**src/rtl/energy_det_pkg.sv**
```systemverilog
// energy_det_pkg: shared widths and types for the sliding-window energy detector.
// Build option ENERGY_DET_HYST_EN enables the two-threshold detect (see energy_window_det).
package energy_det_pkg;

  localparam int DATA_W   = 8;
  localparam int WIN_LOG2 = 4;
  localparam int SQ_W     = 2*DATA_W-1;
  localparam int ACC_W    = SQ_W+WIN_LOG2;

  typedef enum logic [0:0] {
    FILL = 1'b0,
    RUN  = 1'b1
  } state_t;

  typedef logic signed [DATA_W-1:0] sample_t;
  typedef logic [ACC_W-1:0]         energy_t;

endpackage

```
**src/rtl/energy_win_buf.sv**
```systemverilog
// energy_win_buf: circular buffer of squared samples.
// The registered read returns the pre-write contents of the addressed slot.
module energy_win_buf
  import energy_det_pkg::*;
#(
  parameter int AW = WIN_LOG2,
  parameter int DW = SQ_W
) (
  input  logic          clk,
  input  logic          we,
  input  logic [AW-1:0] addr,
  input  logic [DW-1:0] wdata,
  output logic [DW-1:0] rdata
);

  logic [DW-1:0] mem [1<<AW];

  always_ff @(posedge clk) begin
    if (we) begin
      rdata     <= mem[addr];
      mem[addr] <= wdata;
    end
  end

endmodule

```
**src/rtl/energy_window_det.sv**
```systemverilog
// energy_window_det: squares samples, sums the last 2^WIN_LOG2, compares to thresh.
// Define ENERGY_DET_HYST_EN to add thresh_lo and a hysteretic detect.
module energy_window_det #(
  parameter int  DATA_W   = energy_det_pkg::DATA_W,
  parameter int  WIN_LOG2 = energy_det_pkg::WIN_LOG2,
  localparam int SQ_W     = 2*DATA_W-1,
  localparam int ACC_W    = SQ_W+WIN_LOG2
) (
  input  logic                     clk,
  input  logic                     reset,
  input  logic                     enb,
  input  logic signed [DATA_W-1:0] din,
  input  logic                     din_vld,
  input  logic [ACC_W-1:0]         thresh,
`ifdef ENERGY_DET_HYST_EN
  input  logic [ACC_W-1:0]         thresh_lo,
`endif
  output logic [ACC_W-1:0]         energy_out,
  output logic                     energy_vld,
  output logic                     detect,
  output logic                     win_full
);

  import energy_det_pkg::*;

  localparam int DEPTH = 1 << WIN_LOG2;

  logic                accept;
  logic [DATA_W-1:0]   mag;
  logic [SQ_W-1:0]     mag_x;
  logic [SQ_W-1:0]     sq;
  state_t              state;
  logic [WIN_LOG2-1:0] wr_ptr;
  logic [WIN_LOG2-1:0] fill_cnt;
  logic                last_fill;

  logic                s1_vld;
  logic                s1_fill;
  logic                s1_rep;
  logic [SQ_W-1:0]     s1_sq;
  logic [ACC_W-1:0]    s1_thr;
`ifdef ENERGY_DET_HYST_EN
  logic [ACC_W-1:0]    s1_thr_lo;
`endif
  logic [SQ_W-1:0]     old_rd;
  logic [SQ_W-1:0]     old_eff;
  logic [ACC_W-1:0]    sum;
  logic [ACC_W-1:0]    new_sum;
  logic                det_next;

  assign accept = enb && din_vld;

  // |-128| wraps to 8'h80, which reads correctly as unsigned 128
  assign mag   = din[DATA_W-1] ? -din : din;
  assign mag_x = SQ_W'(mag);
  assign sq    = mag_x * mag_x;

  assign last_fill = (fill_cnt == WIN_LOG2'(DEPTH-1));

  energy_win_buf #(
    .AW (WIN_LOG2),
    .DW (SQ_W)
  ) u_buf (
    .clk   (clk),
    .we    (accept),
    .addr  (wr_ptr),
    .wdata (sq),
    .rdata (old_rd)
  );

  always_ff @(posedge clk) begin
    if (reset) begin
      state    <= FILL;
      wr_ptr   <= '0;
      fill_cnt <= '0;
      s1_vld   <= 1'b0;
      s1_fill  <= 1'b0;
      s1_rep   <= 1'b0;
      s1_sq    <= '0;
      s1_thr   <= '0;
`ifdef ENERGY_DET_HYST_EN
      s1_thr_lo <= '0;
`endif
    end else if (enb) begin
      s1_vld <= din_vld;
      if (din_vld) begin
        s1_sq   <= sq;
        s1_thr  <= thresh;
`ifdef ENERGY_DET_HYST_EN
        s1_thr_lo <= thresh_lo;
`endif
        s1_fill <= (state == FILL);
        s1_rep  <= (state == RUN) || last_fill;
        wr_ptr  <= wr_ptr + WIN_LOG2'(1);
        if (state == FILL) begin
          fill_cnt <= fill_cnt + WIN_LOG2'(1);
          if (last_fill) state <= RUN;
        end
      end
    end
  end

  // slots read while filling hold stale data from before reset
  assign old_eff = s1_fill ? '0 : old_rd;
  assign new_sum = sum + ACC_W'(s1_sq) - ACC_W'(old_eff);

`ifdef ENERGY_DET_HYST_EN
  always_comb begin
    det_next = detect;
    if (new_sum > s1_thr)
      det_next = 1'b1;
    else if (new_sum < s1_thr_lo)
      det_next = 1'b0;
  end
`else
  assign det_next = (new_sum > s1_thr);
`endif

  always_ff @(posedge clk) begin
    if (reset) begin
      sum        <= '0;
      energy_out <= '0;
      energy_vld <= 1'b0;
      detect     <= 1'b0;
      win_full   <= 1'b0;
    end else if (enb) begin
      energy_vld <= s1_vld && s1_rep;
      if (s1_vld) begin
        sum <= new_sum;
        if (s1_rep) begin
          energy_out <= new_sum;
          detect     <= det_next;
          win_full   <= 1'b1;
        end
      end
    end
  end

endmodule

```
**config.mk**
```make
export PLATFORM = sky130hd
export DESIGN_NAME = energy_window_det
export DESIGN_NICKNAME = d
export VERILOG_FILES = /design/src/rtl/energy_det_pkg.sv /design/src/rtl/energy_win_buf.sv /design/src/rtl/energy_window_det.sv
export SDC_FILE = /design/constraint.sdc
export NUM_CORES = 1
export LEC_CHECK = 0
export ABC_AREA = 1
export CORE_ASPECT_RATIO = 1.5
export CORE_MARGIN = 5
export CORE_UTILIZATION = 66
export DETAILED_ROUTE_END_ITERATION = 10
export PLACE_DENSITY = 0.85
export REMOVE_ABC_BUFFERS = 1
export SLEW_MARGIN = 20
export SYNTH_ARGS = -nofsm -noshare
export SYNTH_HDL_FRONTEND = slang
export SYNTH_SLANG_ARGS = --single-unit
```
**constraint.sdc**
```tcl
create_clock -name clk -period 8.5 [get_ports clk]
set_input_delay 1.275 -clock clk [delete_from_list [all_inputs] [get_ports clk]]
set_output_delay 1.275 -clock clk [all_outputs]
set_load 0.01 [all_outputs]
```
==> results.md, run 1 <==
* Status: complete, no violations
* CP Max Fanout at 17
* Slowest stage delay, CP at 0.84 ns
* RSZ-0062 raised after global routing: no
* Root Driver: clkbuf_16
* Period utilization at 0.821
* Worst-path clk slew at 0.06 ns
* Core area at 24300 µm²
* DRT Wirelength at 39.6 mm
* Initial Util at 0.668
* Commonest non-fill, non-tap cell in the layout: inv_1
* Synth Flop Type: edfxtp_1
* Highest clock rate at between 100 and 150 MHz
* GRT Total Usage at 0.279
* Critical path's slowest cell: xor2_1
* FILL cells at 1628
* Mapped Avg Cell Area at 9.55 µm²
* CP Data Arrival Time at 7.20 ns
* Multi-input logic area at 6180 µm²
* Worst Tran Pin Value at about 1.2 ns
* CTS tree: done
* CTS Buffer Depth at 3
* # DRC at 0
* Die width at 138 µm
* Layout area overhead at 11.4%
* TNS Setup at 0 ns
* Vias at 12500
* Tmin final at 6.98 ns
* Layout cells sized above 1 at 0.0562
* Skew final at between 0.02 and 0.03 ns
* Detailed Place HPWL at between 20 and 30 mm
* Relative slew slack at 0.172
* Hold_buf cts at 0
* Top Ports at 53
* Setup Fix Bufs, Post-CTS at 0
* Die area at 27900 µm²
* Min-Delay Path Class: reg -> reg
* Most frequent cells in the layout: inv_1 (260), edfxtp_1 (238), nand2_1 (232)
* Netlist cell types at 42
* WS Path Type: in -> reg
* Skew-Pair Late Insertion Delay at 0.59 ns
* Core Rows at 70
* Number of antenna repair diodes at 0
* Final Slew Violations at 0
* # nets final at 1900
* Leakage at 0.00757 µW
* Yosys reg bits at 323
* Register Area at 8850 µm²
* CP required at 8.72 ns
* Async SR Flop Fraction at 0
* Sequential cell area fraction in the yosys report at 0.544
* Critical path's most frequent cell: fa_1
* Number of synthesized flops with an enable pin at 238
* Initial antenna violation count at 0
* Max Cap Violations at 0
* Cells after Synth at 1702
* Number of global-route vias before repair at 12700
* First-pass GRT wire length at 62.8 mm
* # clock sinks at 323
* Yosys warning count at 0
* Max rail drop VDD at roughly 220 µV
* Grt total ovfl at 0
* Hold Fails Final Rpt at 0
* Cell Chain, Critical Path: clkdlybuf4s50_1 -> inv_2 -> ha_1 -> or2_2 -> nand3_1 -> o21ai_1 -> inv_1 -> nor2_1 -> fa_1 -> fa_1 -> inv_1 -> fa_1 -> fa_1 -> inv_1 -> ha_1 -> a21oi_1 -> o21ai_0 -> xor2_1
* WL/cell at 18.8 µm
* # setup viols final at 0
* Die H at between 200 and 250 µm
* Startpoint class of the critical path: primary input
* Post-cts sizing count at 0
* Core Util, Final at 0.744
* H-tree Lvls at 1
* Port buffer count at 52
* Pwr dens at 282 nW/µm²
* Largest net degree at the start of global routing at a little under 80
* Gp weighted congestion at 0.922
* Final ANT Viol Nets at 0
* DR iter-0 viols at between 1000 and 1500
* Number of buffers created by CTS at 29
* Crit end category: register
* Reg-to-reg setup timing slack at 4.43 ns
* Vias per cell at ~6
* Total iterations of the first detailed-routing run at 5
* Synth Cell Area at 16300 µm²
-- per-layer routing --
layer  global-route usage  routed length, µm  vias to the layer above
li1                     -                  -                     5757
met3               0.0400               3650                      179
met5                    0                  0                        -
met4                0.159               2270                        0
met2                0.517              20600                      709
met1                0.303              13100                     5805
-- Yosys cell counts (all sizes together) (6+ instances only) --
master	n	area (µm²)
edfxtp	238	7150
buf	26	130
ha	74	926
fa	39	781
o22ai	56	350
nand2	238	906
a21oi	88	444
nor2	224	858
xnor2	6	52.6
inv	263	987
nand3	68	350
clkbuf	40	153
xor2	17	164
dfxtp	85	1700
o21bai	11	82.6
o21a	11	82.6
o21ai	178	891
nand4	20	125
-- logic make-up (layout without fill, tap and decap cells) --
family | Yosys count | in the layout | share of synthesized area
and+or+nand+nor | 563 | 563 | 0.143
AOI/OAI and AO/OA | 348 | 348 | 0.116
buffers and inverters | 330 | 400 | 0.0784
DFF | 323 | 323 | 0.544
adders and majority gates | 113 | 113 | 0.105
xor gates and xnor gates | 23 | 23 | 0.0133
other | 2 | 9 | 0.000462
-- flip-flops by register name (all words and copies together) (netlist names), 4 cells and up --
signal and cells:
energy_out 19, fill_cnt 4, s1_sq 14, s1_thr 19, sum 19, u_buf.mem 224
u_buf.rdata 14, wr_ptr 4
-- worst max-delay path: cells and delay by family --
kind	cells	cell delay, ns
AOI/OAI and AO/OA	3	0.51
adders and majority gates	6	2.75
and+or+nand+nor	3	0.47
xor gates and xnor gates	1	0.84
buffers and inverters	5	1.33
-- stage by stage --
| step | hold slack (ns) | total power [µW] | setup slack [ns] | area, µm² | cells |
|---|---|---|---|---|---|
| 3_3_place_gp | 0.445 | 3710 | 1.17 | 17200 | 2049 |
| 2_1_floorplan | 0.438 | 3300 | 2.61 | 16000 | 1643 |
| 5_1_grt | 0.492 | 5360 | 0.979 | 18100 | 2103 |
| 4_1_cts | 0.465 | 5070 | 1.58 | 18100 | 2103 |
| 6_report | 0.463 | 5100 | 1.52 | 18100 | 2103 |
| 3_5_place_dp | 0.454 | 3780 | 0.993 | 17200 | 2049 |
-- path summary, 6_finish.rpt --
kind,startpoint,endpoint,cells after the start
setup / recovery,din[0],u_buf.mem[10][9],18
hold / removal,s1_thr[14],s1_thr[14],2
setup reg to reg,s1_fill,detect,21
hold reg to reg,s1_thr[14],s1_thr[14],2
-- cell type report --
class / count / share of cell area
Timing Repair Buffer: 82 / 0.0412
Clock inverter: 12 / 0.00753
Clock buffer: 42 / 0.0444
Multi-Input combinational cell: 1056 / 0.341
Sequential cell: 323 / 0.489
Tap cell: 324 / 0.0224
Inverter: 264 / 0.0547
-- where the power goes --
| group | switching (µW) | total [µW] | internal, µW |
|---|---|---|---|
| logic | 1130 | 1590 | 455 |
| clock network | 579 | 1300 | 724 |
| registers | 18.1 | 2210 | 2190 |
Note: power is estimated with default switching activity, not from simulation.
==> run 2: changes to the inputs <==
Settings changed: CORE_UTILIZATION 66 to 62, PLACE_DENSITY 0.85 to 0.8.
Clock period 8.5 ns to 7.32 ns, I/O delays scaled along.
==> run 2 against run 1 <==
Design area increased by 0.22%. Clock power grew 14%. Utilization decreased by 4.2 points. Sequential share of layout area shrank 0.11 points. First-iteration DRC count is 31% lower. Non-clock buffer count rose by 5. Count of clock-buffer cells in the layout is 10 lower. Die area increased by 6.1%. Largest cell class unchanged. Highest routed layer unchanged.
==> results.md, run 2 (synthesis gave the netlist of run 1 again) <==
* Reg-to-reg startpoint: s1_fill
* GRT Total Usage at 0.263
* Reg-to-reg endpoint: detect
* Final Slew Violations at 0
* # nets final at 1904
* WS Path Type: in -> reg
* Multi-input logic area at 6180 µm²
* Port buffer count at 52
* CP required at roughly 7.5 ns
* First-pass GRT wire length at 61.7 mm
* # setup viols final at 0
* Placed cell areas at roughly 17000 µm²
* Startpoint class of the critical path: primary input
* H-tree Lvls at 1
* Pwr dens at 327 nW/µm²
* Worst Tran Pin Value at 0.996 ns
* Detailed Place HPWL at 25.9 mm
* Top Ports at 53
* TNS Setup at 0 ns
* Register Area at 8850 µm²
* Combinational power share at 0.320
* WL/cell at 18.5 µm
* RSZ-0062 raised after global routing: no
* Reg-to-reg setup timing slack at ~3.2 ns
* DR iter-0 viols at 909
* Grt total ovfl at 0
* Vias at 12300
* Layout area overhead at 11.7%
* Buf/Inv on CP at 6
* CP Launch Point: din[0]
* Final ANT Viol Nets at 0
* FILL cells at 1902
* Largest Register: u_buf.mem
* CP Data Arrival Time at about 6.4 ns
* Critical path's slowest cell: xor2_1
* Core Util, Final at 0.702
* Largest register FFs at 224
* Highest clock rate at 161 MHz
* Max rail drop VDD at 223 µV
* Die area at slightly below 30000 µm²
* Die width at 142 µm
* Crit path depth at 22
* Worst-path clk slew at 0.07 ns
* Cell Chain, Critical Path: clkdlybuf4s50_1 -> inv_2 -> ha_1 -> nand2_1 -> nand2_2 -> nand3_1 -> nand2_2 -> nor2_1 -> inv_1 -> fa_1 -> inv_1 -> fa_1 -> inv_1 -> fa_1 -> fa_1 -> inv_1 -> ha_1 -> nand2_1 -> nor2_1 -> o211ai_1 -> nand2_1 -> xor2_1
* Layout cells sized above 1 at 0.0612
* Setup Fix Bufs, Post-CTS at 0
* Fin area at 18100 µm²
* Initial Util at 0.629
* Tmin final at 6.22 ns
* Hold Fails Final Rpt at 0
* Crit end category: register
* CTS Buffer Depth at 3
* Number of global-route vias before repair at 12500
* Switching share of power at 0.347
* CTS tree: done
* Largest net degree at the start of global routing at 77
* Number of buffers created by CTS at 28
* Period utilization at 0.849
* # clock sinks at 323
* Core area at 25900 µm²
* Post-cts sizing count at 0
* Worst setup path end: u_buf.mem[5][11]
* Gp weighted congestion at 0.935
* DRT Wirelength at slightly below 40 mm
* Total iterations of the first detailed-routing run at 6
* Core Rows at 72
* # DRC at 0
* Clock power share at 0.249
* Max Cap Violations at 0
* Root Driver: clkbuf_16
* Die H at approximately 210 µm
* Status: complete, no violations
* Flop pwr share at 0.431
* Hold_buf cts at 0
* Power Total at 5940 µW
* Skew-Pair Late Insertion Delay at 0.57 ns
* Most frequent cells in the layout: inv_1 (260), edfxtp_1 (238), nand2_1 (232)
* Initial antenna violation count at 0
* Cell internal pwr at 3880 µW
* Crit path max-delay family: adder cells
* Min-Delay Path Class: reg -> reg
* Commonest non-fill, non-tap cell in the layout: inv_1
* Cells after DPL at 2063
* Slowest stage delay, CP at 0.78 ns
* Skew final at 0.0189 ns
* Number of antenna repair diodes at 0
* Leakage at 0.00759 µW
* Vias per cell at 5.80
* Sw power at around 2100 µW
* Final Non-Filler Cells at 2115
* Relative slew slack at 0.334
* R2R cell count at 21
* CP Max Fanout at 17
-- run 2: changes by cell type in the layout (fill, tap and decap cells not counted), moves of 2 or more --
| cell | change |
|---|---|
| nor2_1 | +2 |
| nor2_2 | -2 |
| clkinv_1 | +3 |
| clkbuf_1 | -10 |
| clkinv_4 | +2 |
| inv_6 | +5 |
| buf_4 | +5 |
-- run 2: worst min path at each step --
stage / startpoint / to / slack [ns] / depth (start not counted)
floorplan: s1_thr[10] / s1_thr[10] / 0.44 / 2
global placement: win_full / win_full / 0.45 / 1
detailed placement: s1_thr[4] / s1_thr[4] / 0.46 / 2
CTS: s1_thr[13] / s1_thr[13] / 0.47 / 2
global route: s1_thr[13] / s1_thr[13] / 0.48 / 2
finish: s1_thr[4] / s1_thr[4] / 0.46 / 2
-- run 2: tightest hold or removal path: stages, from the launching register on --
cell	delay (ns)
dfxtp_1	0.30
inv_1	0.06
a21oi_1	0.06
-- run 2: area by class of cell --
type                       count  share of cell area
clock buffer                  32              0.0416
inverter                     264              0.0547
multi-input combinational   1056               0.340
clock inverter                20             0.00951
sequential                   323               0.488
tap                          333              0.0230
timing repair buffer          87              0.0432
-- run 2: power by group through the flow --
stage / combinational [µW] / sequential (µW) / clock [µW]
2_1_floorplan: 1230 / 2600 / 0
3_3_place_gp: 1780 / 2600 / 0
3_5_place_dp: 1850 / 2600 / 0
4_1_cts: 1860 / 2560 / 1490
5_1_grt: 2130 / 2570 / 1560
6_report: 1900 / 2560 / 1480
-- run 2: per-stage QoR --
stage / hold WS [ns] / worst slack [ns]
final: 0.463 / 1.10
after detailed placement: 0.456 / 0.563
after global routing: 0.478 / 0.681
after CTS: 0.466 / 1.12
after global placement: 0.447 / 0.679
after floorplan: 0.438 / 1.61
-- run 2: per-layer routing --
metal,GRT usage,wire length [µm]
met5,0,0
met4,0.151,2230
met3,0.0331,2970
met2,0.478,20400
met1,0.291,13400
==> variant (settings of run 2) <==
Add a define of `ENERGY_DET_HYST_EN`.
--- a/src/rtl/energy_window_det.sv
+++ b/src/rtl/energy_window_det.sv
@@ -1,4 +1,6 @@
 // energy_window_det: squares samples, sums the last 2^WIN_LOG2, compares to thresh.
 // Define ENERGY_DET_HYST_EN to add thresh_lo and a hysteretic detect.
+`define ENERGY_DET_HYST_EN
+
 module energy_window_det #(
   parameter int  DATA_W   = energy_det_pkg::DATA_W,
Ports: changed (added thresh_lo); port bits go from 53 to 72. The function was not compared with the original's and may differ.
==> variant against run 2 <==
  * Total power up 1.9%
  * Wire length is 2.8% higher
  * Critical path depth stayed put
  * Largest cell class unchanged
  * Clock power up 4%
  * Final area grew 5.3%
  * Critical path type unchanged
  * Area after synthesis grew 5.1%
  * Largest power group unchanged
  * Sequential cell count is 19 higher
  * Setup slack worse by 0.21 ns
  * Critical endpoint is now u_buf.mem[15][12]$_DFFE_PP_
  * Non-clock buffer count rose by 5
  * Sequential power is 2% higher
==> variant: results (changes against run 2) <==
- Synth Instances: 1764 (was 1702)
- Xor-xnor portion of the synthesized cell area: 1.67% (was 1.33%)
- WP data arrival: 6.66 ns (was 6.43 ns)
- Clock power share: 25.5% (was 24.9%)
- Post-synth top cells: 263 x inv_1, 238 x edfxtp_1, 211 x nor2_1, 202 x o21ai_0, 198 x nand2_1 (was 261 x inv_1, 238 x edfxtp_1, 233 x nand2_1, 219 x nor2_1, 173 x o21ai_0)
- Leak: 0.00784 uW (was 0.00759 uW)
- Fill cell count: 2026 (was 1902)
- Post-synthesis sequential area ratio: 54.0% (was 54.4%)
- Non-Filler Instances: 2187 (was 2115)
- Placed cell count: 2132 (was 2063)
- Drt initial violations: 1033 (was 909)
- H-tree depth: 1 (unchanged)
- Synth cell types: 44 (was 42)
- Routed length per instance: 18.4 um (was 18.5 um)
- CTS Buf Count: 30 (was 28)
- DR vias/cell: 5.85 (was 5.80)
- Clock Power: 1540 uW (was 1480 uW)
- Setup Skew: 0.0126 ns (was 0.0189 ns)
- Max VDD drop: 0.231 mV (was 0.223 mV)
- Sequential Power: 2600 uW (was 2560 uW)
- Hold slack: 0.464 ns (was 0.463 ns)
- Synth Area in Compound Gates: 13.6% (was 11.6%)
- Slew HR: 21.9% (was 33.4%)
- First-pass GRT wire length: 63400 um (was 61700 um)
- Fin nets: 2001 (was 1904)
- Dpl hpwl: 26500 um (was 25900 um)
- Status: finished, final reports clean (unchanged)
- Clock Tree Buf Depth: 3 (unchanged)
- Synthesized-area fraction occupied by adder cells: 11.2% (was 10.5%)
- Max reg flops: 224 (unchanged)
- Vias in the first global route: 12.7k (was 12.5k)
- Largest net degree at the start of global routing: 107 (was 77)
- Flop2flop setup slack: 3.13 ns (was 3.21 ns)
- GP Congestion: 0.943 (was 0.935)
- Ant. Diodes: 0 (unchanged)
- CTS root buf: clkbuf_16 (unchanged)
- CP max stage delay: 0.78 ns (about the same)
- Internal: 4020 uW (was 3880 uW)
- Post-synth ARST share: 0% (unchanged)
- Share of layout cells above drive strength 1: 5.75% (was 6.12%)
- Synth top area cells: edfxtp_1 42%, dfxtp_1 12%, ha_1 6.6% (was edfxtp_1 44%, dfxtp_1 10%, inv_1 6.0%)
- Primary FF master, synth: edfxtp_1 (unchanged)
- Total track usage: 25.5% (was 26.3%)
- Port Buf Inserts: 71 (was 52)
variant: cell count changes in the layout (fill, tap and decap cells not counted), moves of 8 or more:
cell / before / now
nand3_1: 66 / 37
dfxtp_1: 84 / 103
nor2_2: 5 / 15
o21ai_0: 173 / 202
nor2_1: 218 / 199
buf_4: 35 / 21
nand2_1: 232 / 197
clkdlybuf4s50_1: 52 / 71
ha_1: 74 / 90
xor2_1: 13 / 21
a21oi_1: 87 / 121
variant: routing by layer:
layer	wire length, um	up-vias	share of wire (%)	global-route usage, %
met5	0	-	0	0
met4	2100	0	5.2	13.1
met3	3110	145	7.7	3.46
met2	20400	634	51	46.5
met1	14500	5985	36	29.5
li1	-	6032	-	-
variant: cell type report:
| type | count | area (sq um) | share of cell area [%] |
|---|---|---|---|
| Sequential cell | 342 | 9230 | 48.3 |
| Clock buffer | 42 | 857 | 4.48 |
| Inverter | 267 | 1000 | 5.24 |
| Timing Repair Buffer | 92 | 868 | 4.54 |
| Tap cell | 342 | 428 | 2.24 |
| Clock inverter | 13 | 101 | 0.530 |
| Multi-Input combinational cell | 1089 | 6630 | 34.7 |
variant: worst paths after layout:
| path | from | to | cells after the start |
|---|---|---|---|
| max | din[0] | u_buf.mem[15][12]$_DFFE_PP_ | 22 |
| max reg2reg | s1_fill$_SDFFE_PP0P_ | detect$_SDFFE_PP0P_ | 20 |
| min | s1_thr[18]$_SDFFE_PP0P_ | s1_thr[18]$_SDFFE_PP0P_ | 2 |
| min reg2reg | s1_thr[18]$_SDFFE_PP0P_ | s1_thr[18]$_SDFFE_PP0P_ | 2 |
variant: worst register-to-register path: stages, from the launching register on:
cell	delay, ns
dfxtp_1	0.69
nor2_1	0.14
fa_1	0.52
inv_1	0.05
ha_1	0.37
a21oi_1	0.27
o21ai_0	0.18
a21oi_1	0.14
nand2_1	0.12
xor2_1	0.47
ha_1	0.35
nand2_1	0.09
nor2_1	0.05
nor3_1	0.13
nand2_1	0.15
nand2_1	0.09
nand2_1	0.05
nand2_1	0.05
nand2_1	0.05
nand2_1	0.05
a21oi_1	0.05
variant: stage by stage:
stage,worst slack (ns),cell area [sq um]
detailed placement,0.337,18100
floorplan,1.34,16800
global placement,0.459,18100
CTS,0.890,19100
global route,0.402,19100
finish,0.896,19100
variant: kinds of logic (layout without fill, tap and decap cells):
| logic type | after synthesis | after routing |
|---|---|---|
| buffers and inverters | 338 | 414 |
| xor gates and xnor gates | 30 | 30 |
| other | 2 | 7 |
| adders and majority gates | 129 | 129 |
| AOI/OAI and AO/OA | 426 | 426 |
| and+or+nand+nor | 497 | 497 |
| DFF | 342 | 342 |
